## config.mk

```make
export PLATFORM = sky130hd
export DESIGN_NAME = kamacore_fetch_buffer
export DESIGN_NICKNAME = d
export VERILOG_FILES = /design/src/rtl/kamacore_datatypes.sv /design/src/rtl/kamacore_fifo.sv /design/src/rtl/kamacore_fetch_buffer.sv
export SDC_FILE = /design/constraint.sdc
export NUM_CORES = 1
export LEC_CHECK = 0
export ABC_AREA = 1
export ABC_CLOCK_PERIOD_IN_PS = 8200
export CAP_MARGIN = 20
export CORE_MARGIN = 2
export CORE_UTILIZATION = 47
export DETAILED_ROUTE_END_ITERATION = 16
export GPL_TIMING_DRIVEN = 0
export HOLD_SLACK_MARGIN = 0.15
export PLACE_DENSITY_LB_ADDON = 0.08
export REMOVE_ABC_BUFFERS = 1
export SLEW_MARGIN = 20
export SYNTH_ARGS = -nofsm -noshare
export SYNTH_HDL_FRONTEND = slang
export SYNTH_HIERARCHICAL = 1
export SYNTH_SLANG_ARGS = --single-unit
```

## constraint.sdc

```tcl
create_clock -name clk -period 8.2 [get_ports clk]
set_clock_uncertainty 0.15 [all_clocks]
set_input_delay 1.64 -clock clk [delete_from_list [all_inputs] [get_ports clk]]
set_output_delay 1.64 -clock clk [all_outputs]
set_load 0.05 [all_outputs]
```

## src/rtl/kamacore_datatypes.sv

```systemverilog
// Shared types for the kamacore fetch path: default widths, fetch-buffer FSM
// states and the {pc, instruction} entry layout.
package kamacore_datatypes;

    localparam int ADDR_WIDTH = 32;
    localparam int CPU_WIDTH  = 32;

    typedef enum logic [1:0] {
        FB_BOOT    = 2'd0,
        FB_RUN     = 2'd1,
        FB_DISCARD = 2'd2
    } fb_state_e;

    typedef struct packed {
        logic [ADDR_WIDTH-1:0] pc;
        logic [CPU_WIDTH-1:0]  instruction;
    } fb_entry_t;

endpackage

```

## src/rtl/kamacore_fifo.sv

```systemverilog
// Generic synchronous FIFO with flush. Push while full is accepted only when
// a pop happens in the same cycle.
module kamacore_fifo #(
    parameter int WIDTH = 64,
    parameter int DEPTH = 4
) (
    input  logic                     clk,
    input  logic                     rst_n,
    input  logic                     push,
    input  logic [WIDTH-1:0]         wdata,
    input  logic                     pop,
    output logic [WIDTH-1:0]         rdata,
    input  logic                     flush,
    output logic                     full,
    output logic                     empty,
    output logic [$clog2(DEPTH):0]   count
);
    localparam int PTR_W = $clog2(DEPTH);

    logic [WIDTH-1:0] mem_q [DEPTH];
    logic [PTR_W-1:0] wr_ptr_q, wr_ptr_d, rd_ptr_q, rd_ptr_d;
    logic [PTR_W:0]   count_q, count_d;
    logic             do_push, do_pop;

    assign empty   = (count_q == '0);
    assign full    = (count_q == (PTR_W+1)'(DEPTH));
    assign do_pop  = pop && !empty;
    assign do_push = push && (!full || do_pop);
    assign rdata   = mem_q[rd_ptr_q];
    assign count   = count_q;

    // Pointers wrap naturally because DEPTH is a power of two.
    always_comb begin
        wr_ptr_d = wr_ptr_q;
        rd_ptr_d = rd_ptr_q;
        count_d  = count_q;
        if (flush) begin
            wr_ptr_d = '0;
            rd_ptr_d = '0;
            count_d  = '0;
        end else begin
            wr_ptr_d = wr_ptr_q + PTR_W'(do_push);
            rd_ptr_d = rd_ptr_q + PTR_W'(do_pop);
            count_d  = count_q + (PTR_W+1)'(do_push) - (PTR_W+1)'(do_pop);
        end
    end

    always_ff @(posedge clk or negedge rst_n) begin
        if (!rst_n) begin
            wr_ptr_q <= '0;
            rd_ptr_q <= '0;
            count_q  <= '0;
        end else begin
            wr_ptr_q <= wr_ptr_d;
            rd_ptr_q <= rd_ptr_d;
            count_q  <= count_d;
        end
    end

    always_ff @(posedge clk) begin
        if (do_push && !flush) mem_q[wr_ptr_q] <= wdata;
    end

endmodule

```

## src/rtl/kamacore_fetch_buffer.sv

```systemverilog
// Instruction prefetch buffer: issues sequential fetches under a credit limit,
// queues in-order responses for IF and squashes old-path responses on redirect.
module kamacore_fetch_buffer #(
    parameter int                    DEPTH       = 4,
    parameter int                    ADDR_WIDTH  = kamacore_datatypes::ADDR_WIDTH,
    parameter int                    INSTR_WIDTH = kamacore_datatypes::CPU_WIDTH,
    parameter logic [ADDR_WIDTH-1:0] RESET_PC    = '0
) (
    input  logic                   clk,
    input  logic                   rst,
    input  logic                   redirect_valid,
    input  logic [ADDR_WIDTH-1:0]  redirect_pc,
    output logic                   imem_req_valid,
    input  logic                   imem_req_ready,
    output logic [ADDR_WIDTH-1:0]  imem_req_addr,
    input  logic                   imem_rsp_valid,
    input  logic [INSTR_WIDTH-1:0] imem_rsp_data,
    output logic                   if_valid,
    input  logic                   if_ready,
    output logic [ADDR_WIDTH-1:0]  if_pc,
    output logic [INSTR_WIDTH-1:0] if_instruction
);
    import kamacore_datatypes::*;

    localparam int CNT_W   = $clog2(DEPTH) + 1;
    localparam int ENTRY_W = ADDR_WIDTH + INSTR_WIDTH;
    localparam logic [ADDR_WIDTH-1:0] PC_STEP = ADDR_WIDTH'(4);

    fb_state_e             state_q, state_d;
    logic [ADDR_WIDTH-1:0] fetch_pc_q, fetch_pc_d;
    logic [ADDR_WIDTH-1:0] rsp_pc_q, rsp_pc_d;
    logic [CNT_W-1:0]      outstanding_q, outstanding_d;
    logic [CNT_W-1:0]      discard_cnt_q, discard_cnt_d;

    logic                  fifo_push, fifo_pop, fifo_full, fifo_empty;
    logic [CNT_W-1:0]      fifo_count;
    logic [ENTRY_W-1:0]    fifo_wdata, fifo_rdata;
    logic                  credit_ok, req_fire;

    // Every in-flight request owns a FIFO slot, so a response can always be stored.
    assign credit_ok      = (int'(fifo_count) + int'(outstanding_q)) < DEPTH;
    assign imem_req_valid = (state_q == FB_RUN) && !redirect_valid && credit_ok;
    assign imem_req_addr  = fetch_pc_q;
    assign req_fire       = imem_req_valid && imem_req_ready;

    assign fifo_push  = imem_rsp_valid && !redirect_valid && (state_q == FB_RUN);
    assign fifo_wdata = {rsp_pc_q, imem_rsp_data};
    assign if_valid   = !fifo_empty && !redirect_valid;
    assign fifo_pop   = if_valid && if_ready;

    assign if_pc          = fifo_empty ? '0 : fifo_rdata[ENTRY_W-1 -: ADDR_WIDTH];
    assign if_instruction = fifo_empty ? '0 : fifo_rdata[INSTR_WIDTH-1:0];

    kamacore_fifo #(
        .WIDTH (ENTRY_W),
        .DEPTH (DEPTH)
    ) u_fifo (
        .clk   (clk),
        .rst_n (rst),
        .push  (fifo_push),
        .wdata (fifo_wdata),
        .pop   (fifo_pop),
        .rdata (fifo_rdata),
        .flush (redirect_valid),
        .full  (fifo_full),
        .empty (fifo_empty),
        .count (fifo_count)
    );

    always_comb begin
        state_d       = state_q;
        fetch_pc_d    = fetch_pc_q;
        rsp_pc_d      = rsp_pc_q;
        discard_cnt_d = discard_cnt_q;
        outstanding_d = outstanding_q + CNT_W'(req_fire) - CNT_W'(imem_rsp_valid);
        if (redirect_valid) begin
            // Whatever is still in flight after this cycle belongs to the old path.
            fetch_pc_d    = redirect_pc;
            rsp_pc_d      = redirect_pc;
            discard_cnt_d = outstanding_d;
            state_d       = (outstanding_d != '0) ? FB_DISCARD : FB_RUN;
        end else begin
            if (req_fire)  fetch_pc_d = fetch_pc_q + PC_STEP;
            if (fifo_push) rsp_pc_d   = rsp_pc_q + PC_STEP;
            case (state_q)
                FB_BOOT: state_d = FB_RUN;
                FB_DISCARD: begin
                    if (imem_rsp_valid) begin
                        discard_cnt_d = discard_cnt_q - CNT_W'(1);
                        if (discard_cnt_d == '0) state_d = FB_RUN;
                    end
                end
                default: ;
            endcase
        end
    end

    always_ff @(posedge clk or negedge rst) begin
        if (!rst) begin
            state_q       <= FB_BOOT;
            fetch_pc_q    <= RESET_PC;
            rsp_pc_q      <= RESET_PC;
            outstanding_q <= '0;
            discard_cnt_q <= '0;
        end else begin
            state_q       <= state_d;
            fetch_pc_q    <= fetch_pc_d;
            rsp_pc_q      <= rsp_pc_d;
            outstanding_q <= outstanding_d;
            discard_cnt_q <= discard_cnt_d;
        end
    end

    fifo_no_overflow: assert property (@(posedge clk) disable iff (!rst)
        !(fifo_push && fifo_full && !fifo_pop));

endmodule

```

==> results of run 1 <==
[cell type report]
type | count | area, µm²
Multi-Input combinational cell | 995 | 4780
Tap cell | 448 | 561
Sequential cell | 335 | 9670
Inverter | 285 | 1070
Clock inverter | 20 | 198
Fill cell | 2896 | 13900
Timing Repair Buffer | 189 | 2200
Clock buffer | 47 | 1010
[how the worst max path moves through the flow]
| stage | start | end | slack (ps) | depth (start not counted) |
|---|---|---|---|---|
| floorplan | u_fifo/rd_ptr_q[0] | if_instruction[0] | 1280 | 4 |
| global placement | redirect_valid | u_fifo/mem_q[2][62] | -2670 | 6 |
| detailed placement | redirect_valid | imem_req_valid | 3010 | 5 |
| CTS | redirect_valid | imem_req_valid | 2990 | 5 |
| global route | redirect_valid | imem_req_valid | 2940 | 5 |
| finish | redirect_valid | imem_req_valid | 2980 | 5 |
[sequential cells by signal, summed over array words and instances (netlist names), 3 cells and up]
signal	flops
imem_req_addr	32
u_fifo/mem_q	256
discard_cnt_q	3
rsp_pc_q	32
outstanding_q	3
u_fifo/count	3
[report_power, final]
group          leakage (nW)  internal (W)  total [W]  switching, W
Combinational          3.97      0.000261   0.000763      0.000502
Sequential             3.25       0.00194    0.00205      0.000113
Clock                 0.581      0.000993    0.00163      0.000635
Total                  7.80       0.00319    0.00444       0.00125
[per-stage QoR]
step / hold WS, ps / utilization / std cells / setup slack [ps] / total power (W)
final: 338 / 0.584 / 2319 / 2980 / 0.00444
after global routing: 364 / 0.584 / 2319 / 2940 / 0.00464
after global placement: 313 / 0.531 / 2230 / -2670 / 0.00283
after floorplan: 326 / - / 1615 / 1280 / 0.00254
after detailed placement: 321 / 0.548 / 2252 / 3010 / 0.00285
after CTS: 338 / 0.584 / 2319 / 2990 / 0.00449
[metal layers]
metal  global-route usage  vias to the layer above  wire [µm]
li1                     -                     5846          -
met1                0.282                     5483      16500
met2                0.343                      286      16500
met3               0.0303                       50       1840
met4               0.0581                        0        695
met5                    0                        -          0
[worst max-delay path, delay by kind of cell]
family,cells,cell delay [ps]
buf+inv,2,1200
simple gates,3,550
==> flow_metrics.py, run 1 <==
metrics = {
    "worst_hold_path": {
        "holdPathStages": 2,
        "worstHoldStart": "imem_req_addr[0]",
        "hp-class": "register to register",
        "whs_endpoint": "imem_req_addr[0]",
    },
    "grt": {
        "grt_usage": 0.205,
        "grt_start_max_net_pins": 85,
        "grt_pass1_wl_um": 58000,
        "antenna_found_initial": 0,
        "gr-total-overflow": 0,
        "first_global_vias": 11346,
    },
    "worst_setup_path": {
        "max_stage_delay_ps": 860,
        "reg2reg_depth": 9,
        "crit_type": "input port to primary output",
        "r2r-end": "u_fifo/mem_q[3][14]",
        "crit_path_top_delay_cell": "clkdlybuf4s50_1",
        "cp-start-kind": "input port",
        "r2r_setup_slack_ps": 4950,
        "path_cells": "buf_4, nor2_4, nand2_2, nor3_1, clkdlybuf4s50_1",
        "cp-end-kind": "primary output",
        "cp.arrival_ps": 3430,
        "required_ps": 6410,
        "crit-reg2reg-launch": "state_q[1]",
        "crit_fanout": 69,
    },
    "clock_network": {
        "post-cts-setup-buffer-count": 0,
        "clockBufferDepth": 3,
        "cts_tree": "done",
        "numCtsBuffers": 37,
        "cts-root-buf": "clkbuf_16",
        "clkTransAtPathRegs_ps": 50,
        "cts_num_sinks": 335,
        "holdBufCountCts": 0,
        "cts.repair.resized": 0,
        "clkLatencyLatePin_ps": 510,
        "htree_levels": 2,
    },
    "route": {
        "drt_wl_total_um": 35500,
        "routed_via_density": 5.03,
        "vias": 11665,
        "drt-pass1-iter-count": 7,
        "drt-initial-drc-count": 724,
        "ant_nets": 0,
        "drc": 0,
        "routedWlPerCell_um": 15.3,
    },
    "placement": {
        "io_buffers": 167,
        "place.gp.congestion": 0.875,
        "post-dp-hpwl_um": 23700,
        "dpl-instance-area_um2": 18300,
    },
    "floorplan": {
        "start_util": 0.474,
        "row_count": 67,
        "die_x_um": 187,
        "die_h_um": 187,
        "ios": 168,
        "dieArea_um2": 35200,
        "coreArea_um2": 33400,
    },
    "layout": {
        "final_common_cell": "nand2_1",
        "final_cell_mix": "381 x nand2_1, 281 x inv_1, 256 x edfxtp_1, 182 x nor2_1, 165 x clkdlybuf4s50_1",
        "finalNetCount": 1927,
        "syn2layout_area_growth_pct": 23.1,
        "antenna_cells": 0,
        "drive_gt1_frac": 0.0588,
        "postLayoutCellArea_um2": 19500,
    },
    "synth": {
        "syn_inst": 1683,
        "synth_area_um2": 15800,
        "syn_area_per_cell_um2": 9.40,
        "ys_warn_count": 6,
    },
    "timing": {
        "worstMarginPinSlew_ps": 1060,
        "max_slew_margin": 0.295,
        "maxSlewViolCount": 0,
        "finalSetupViolations": 0,
        "fmax_mhz": 191,
        "finalCriticalPeriod_ps": 5220,
        "rsz0062_at_grt": "no",
        "hold_violations": 0,
        "layout_worst_path_cycle_share": 0.637,
        "setup_tns_ps": 0,
    },
    "run": {
        "max_cap_viol_count": 0,
    },
    "run_status": {
        "status": "finished clean",
    },
    "power_and_ir_drop": {
        "power_density_nw_per_um2": 228,
        "leakage_nw": 7.80,
        "vdd_ir_drop_max_uv": 107,
    },
}
Note: power is estimated with default switching activity, not from simulation.
==> inputs of run 2 (changes only) <==
--- a/config.mk
+++ b/config.mk
@@ -6,7 +6,7 @@
 export NUM_CORES = 1
 export LEC_CHECK = 0
 export ABC_AREA = 1
-export ABC_CLOCK_PERIOD_IN_PS = 8200
+export ABC_CLOCK_PERIOD_IN_PS = 5400
 export CAP_MARGIN = 20
 export CORE_MARGIN = 2
 export CORE_UTILIZATION = 47
==> constraint.sdc (replaced) <==
create_clock -name clk -period 5.4 [get_ports clk]
set_clock_uncertainty 0.15 [all_clocks]
set_input_delay 1.08 -clock clk [delete_from_list [all_inputs] [get_ports clk]]
set_output_delay 1.08 -clock clk [all_outputs]
set_load 0.05 [all_outputs]
==> results of run 2 <==
Same layout as run 1 (identical final DEF). Status: finished clean.
Main changes from that run: setup slack after placement 3010 ps -> 990 ps; clock-pin slew on the worst setup and hold paths 50 ps -> 60 ps; setup slack after layout 2980 ps -> 1030 ps; start point of the critical path redirect_valid -> u_fifo/rd_ptr_q[1]; end point of the critical path imem_req_valid -> if_pc[19]; register-to-register setup slack 4950 ps -> 2150 ps; total power 0.00444 W -> 0.00674 W; worst IR drop on VDD 107 µV -> 162 µV
